File: config.mk
export PLATFORM = sky130hd
export DESIGN_NAME = regfile_wb_ctrl
export DESIGN_NICKNAME = d
export VERILOG_FILES = /design/src/rtl/regfile_wb_ctrl.sv
export SDC_FILE = /design/constraint.sdc
export NUM_CORES = 1
export LEC_CHECK = 0
export BUFFER_PORTS_ARGS = -buffer_cell sky130_fd_sc_hd__buf_2
export CORE_ASPECT_RATIO = 1.4
export CORE_MARGIN = 2
export CORE_UTILIZATION = 62
export DETAILED_ROUTE_END_ITERATION = 10
export PLACE_DENSITY = 0.86
export SLEW_MARGIN = 0
export SYNTH_ARGS = -nofsm -noshare
export SYNTH_HDL_FRONTEND = slang
export SYNTH_SLANG_ARGS = --single-unit
File: constraint.sdc
create_clock -name clk -period 6.14 [get_ports clk]
set_input_delay 0.307 -clock clk [delete_from_list [all_inputs] [get_ports clk]]
set_output_delay 0.307 -clock clk [all_outputs]
set_load 0.05 [all_outputs]
File: src/rtl/regfile_wb_ctrl.sv
// rtl/regfile_wb_ctrl.sv - write-back queue from ALU/memory producers to the register file write port
// In-order result queue with fixed memory priority, one drain per cycle and a bypass lookup.
module regfile_wb_ctrl #(
  parameter int DW    = 8,
  parameter int AW    = 3,
  parameter int DEPTH = 4
) (
  input  logic          clk,
  input  logic          rst_n,
  input  logic          alu_valid,
  output logic          alu_ready,
  input  logic [AW-1:0] alu_wa,
  input  logic [DW-1:0] alu_wd,
  input  logic          mem_valid,
  output logic          mem_ready,
  input  logic [AW-1:0] mem_wa,
  input  logic [DW-1:0] mem_wd,
  input  logic          rf_stall,
  output logic          regwrite,
  output logic [AW-1:0] wa,
  output logic [DW-1:0] wd,
  output logic          memtoreg,
  input  logic [AW-1:0] q_ra,
  output logic          q_hit,
  output logic [DW-1:0] q_data,
  output logic [AW:0]   count
);

  localparam int PW = $clog2(DEPTH);
  localparam int CW = AW + 1;

  logic [AW-1:0] ent_wa_q  [DEPTH];
  logic [DW-1:0] ent_wd_q  [DEPTH];
  logic          ent_src_q [DEPTH];

  logic [PW-1:0] wr_ptr_q, wr_ptr_d;
  logic [PW-1:0] rd_ptr_q, rd_ptr_d;
  logic [CW-1:0] count_q, count_d;
  logic          regwrite_q;
  logic [AW-1:0] wa_q;
  logic [DW-1:0] wd_q;
  logic          memtoreg_q;

  logic          not_full;
  logic          mem_hs, alu_hs;
  logic [AW-1:0] push_wa;
  logic [DW-1:0] push_wd;
  logic          push, pop;
  logic [PW-1:0] byp_idx;

  assign not_full  = count_q < CW'(DEPTH);
  assign mem_ready = not_full;
  assign alu_ready = not_full & ~mem_valid;

  assign mem_hs  = mem_valid & mem_ready;
  assign alu_hs  = alu_valid & alu_ready;
  assign push_wa = mem_hs ? mem_wa : alu_wa;
  assign push_wd = mem_hs ? mem_wd : alu_wd;
  // Writes to register 0 complete their handshake but never occupy a slot.
  assign push    = (mem_hs | alu_hs) && (push_wa != '0);
  assign pop     = ~rf_stall && (count_q != '0);

  always_comb begin
    wr_ptr_d = wr_ptr_q + PW'(push);
    rd_ptr_d = rd_ptr_q + PW'(pop);
    count_d  = count_q + CW'(push) - CW'(pop);
  end

  always_ff @(posedge clk) begin
    if (push) begin
      ent_wa_q[wr_ptr_q]  <= push_wa;
      ent_wd_q[wr_ptr_q]  <= push_wd;
      ent_src_q[wr_ptr_q] <= mem_hs;
    end
  end

  always_ff @(posedge clk or negedge rst_n) begin
    if (!rst_n) begin
      wr_ptr_q   <= '0;
      rd_ptr_q   <= '0;
      count_q    <= '0;
      regwrite_q <= 1'b0;
      wa_q       <= '0;
      wd_q       <= '0;
      memtoreg_q <= 1'b0;
    end else begin
      wr_ptr_q <= wr_ptr_d;
      rd_ptr_q <= rd_ptr_d;
      count_q  <= count_d;
      if (pop) begin
        regwrite_q <= 1'b1;
        wa_q       <= ent_wa_q[rd_ptr_q];
        wd_q       <= ent_wd_q[rd_ptr_q];
        memtoreg_q <= ent_src_q[rd_ptr_q];
      end else begin
        regwrite_q <= 1'b0;
      end
    end
  end

  // Scan oldest to newest so the last match seen is the newest pending value.
  always_comb begin
    q_hit   = 1'b0;
    q_data  = '0;
    byp_idx = '0;
    if (regwrite_q && (wa_q == q_ra)) begin
      q_hit  = 1'b1;
      q_data = wd_q;
    end
    for (int i = 0; i < DEPTH; i++) begin
      byp_idx = rd_ptr_q + PW'(i);
      if ((CW'(i) < count_q) && (ent_wa_q[byp_idx] == q_ra)) begin
        q_hit  = 1'b1;
        q_data = ent_wd_q[byp_idx];
      end
    end
    if (q_ra == '0) begin
      q_hit  = 1'b0;
      q_data = '0;
    end
  end

  assign regwrite = regwrite_q;
  assign wa       = wa_q;
  assign wd       = wd_q;
  assign memtoreg = memtoreg_q;
  assign count    = count_q;

endmodule

==> results.json <==
{
  "status": "finished clean",
  "cts-root-buf": "clkbuf_8",
  "fin_cells": 474,
  "pin_count": 58,
  "finalClockSkew_ps": 11.2,
  "finalHoldViolCount": 0,
  "dieWidth_microns": 71.9,
  "max_slew.worst_pin.slew_ps": 1160,
  "yosys-top-cells-count": "48 x edfxtp_1, 46 x nand2_1, 41 x o21ai_0",
  "final.min_clock_period_ps": 4340,
  "clockBufferDepth": 2,
  "netlist_area_sq_mm": 0.00400,
  "max_cap_viol_count": 0,
  "synth_edf_count": 48,
  "drtAntennaViolNets": 0,
  "antenna_found_initial": 0,
  "numPortBuffers": 57,
  "grt_max_degree": 79,
  "crit_arrival_ps": 4030,
  "drc_errors": 0,
  "dp_slack_ps": 2210,
  "cts_max_level": 3,
  "synth-seq-area-share_pct": 49.2,
  "dp_hpwl_microns": 5960,
  "max_freq_mhz": 231,
  "postLayoutCoreUtil_pct": 72.9,
  "cts_tree": "built",
  "grt_use_total_pct": 25.4,
  "yosysUniqueCellTypes": 35,
  "clkTransAtPathRegs_ps": 90,
  "via_per_inst": 6.16,
  "fp-row-count": 34,
  "hold_path.class": "in2reg",
  "postSynthAreaPerCell_sq_um": 11.4,
  "clk_latency_ps": 350,
  "gp_congestion": 0.840,
  "coreArea_sq_mm": 0.00621,
  "max-vdd-ir-drop_uv": 346,
  "leakage_nw": 1.88,
  "finalPower_mw": 2.72,
  "synth_area_leaders": "edfxtp_1 36%, dfrtp_1 13%, mux2_2 7.9%",
  "power_density_mw_per_mm2": 601,
  "synth_most_common_cell": "edfxtp_1",
  "cp-start-kind": "register",
  "syn-num-nets": 389,
  "ys_ff_latch": 69,
  "final-setup-viol-count": 0,
  "cp.required_ps": 5830,
  "tns_ps": 0,
  "yosysWarningCount": 0,
  "start_util_pct": 64.4,
  "synthArstFlopShare_pct": 30.4,
  "num-fill-cells": 433,
  "drive_gt1_share_pct": 28.4,
  "wl_per_cell_microns": 18.0,
  "die_h_microns": 99.0,
  "vias": 2922,
  "drt_wl_total_microns": 8540,
  "slew_violations": 0,
  "path_max_fanout": 47,
  "post-place-cells": 457,
  "critPathKind": "reg2out",
  "grt_pass1_wl_microns": 14000,
  "diodes": 0,
  "first_iter_violations": 219,
  "netlist.area_leader.share_pct": 36.0,
  "fin_ws_ps": 1800,
  "rsz0062_at_grt": "no",
  "post_cts_buffers": 0,
  "relSlewSlack_pct": 22.9,
  "synth_area_leader_cell": "edfxtp_1",
  "dieArea_sq_mm": 0.00712,
  "clock_sinks": 69,
  "synthFlopType": "edfxtp_1",
  "numCtsBuffers": 9,
  "grt_overflow_total": 0,
  "grt_pass1_vias": 2891,
  "cp-end-kind": "output pin",
  "area_growth_pct": 13.3,
  "fin_crit_sh_pct": 70.6,
  "synthCells": 351,
  "first_pass_iters": 4,
  "fin_nets": 435
}
## where the power goes
part           internal, mW  leakage [nW]  switching (mW)
combinational         0.511          1.07           0.916
sequential            0.632         0.681           0.201
clock                 0.273         0.124           0.191
## layout make-up
cell class	instances	area [sq um]	area share [%]
clock buffers	9	124	2.73
inverters	13	48.8	1.08
well taps	72	90.1	1.99
flip-flops and latches	69	1970	43.5
multi-input cells	245	1870	41.4
repair buffers	59	303	6.68
clock inverters	7	121	2.68
## critical path, stage by stage, from the launching register on
cell and delay, ps:
dfrtp_2 1130, mux4_2 640, xor2_1 160, or4_1 770, nor2_1 190, o211ai_1 120
a221oi_1 330, buf_2 320
## sequential cells by signal, indices dropped and copies added, names as in the netlist
name	flops
ent_wd_q	32
ent_wa_q	12
wd	8
count	4
ent_src_q	4
wa	3
rd_ptr_q	2
wr_ptr_q	2
memtoreg	1
regwrite	1
## per-stage QoR
step | hold WS (ps) | cell area [sq um]
final | 307 | 4530
after CTS | 304 | 4530
after floorplan | 11.4 | 4000
after detailed placement | 302 | 4280
after global routing | 313 | 4530
after global placement | 289 | 4280
## final timing paths
kind                             endpoint  cells past startpoint  slack, ps   startpoint
min in group asynchronous     rd_ptr_q[0]                      2        440        rst_n
max in group asynchronous     rd_ptr_q[1]                      2       5340        rst_n
hold / removal             ent_wd_q[0][2]                      2        310    mem_wd[2]
setup reg to reg           ent_wd_q[0][6]                      8       2770     count[2]
hold reg to reg                     wd[2]                      2        510        wd[2]
setup / recovery                q_data[4]                      7       1800  rd_ptr_q[0]
## metal layers
metal  share of wire, %  global-route usage (%)  wire length, microns
met2                 50                    42.4                  4300
met1                 43                    32.7                  3640
met5                  0                       0                     0
met3                5.2                    4.09                   441
met4                1.9                    10.4                   159
## cell usage in the layout, fill, tap and decap left out, types with 2 or more instances in the layout
cell	Yosys	final
xnor2_1	12	12
o21ai_0	41	41
nand2_1	46	46
inv_1	13	13
xor2_1	9	9
mux2i_1	26	26
ha_1	7	7
nor2_1	13	13
inv_6	0	2
and3_1	9	9
o211ai_1	8	8
mux2_2	28	28
clkbuf_8	0	9
dfrtp_1	21	19
edfxtp_1	48	48
buf_2	4	57
nor3b_1	2	2
bufinv_16	0	3
a221oi_1	16	16
a31oi_1	2	2
dfrtp_2	0	2
mux4_2	8	8
nor3_1	5	5
## what timing repair did
item | CTS | global route
endpoints found under the hold margin | 21 | 0
gates resized for setup | 0 | 0
hold buffers | 1 | 0
## logic make-up (layout without fill, tap and decap cells)
logic type	after synthesis	count (layout)	synth area share [%]
compound gates	72	72	11.5
buf+inv	37	88	3.97
xor+xnor	21	21	4.60
mux	62	62	18.9
fa+ha+maj	8	8	2.69
simple gates	82	82	9.13
flops	69	69	49.2
Note: power is estimated with default switching activity, not from simulation.
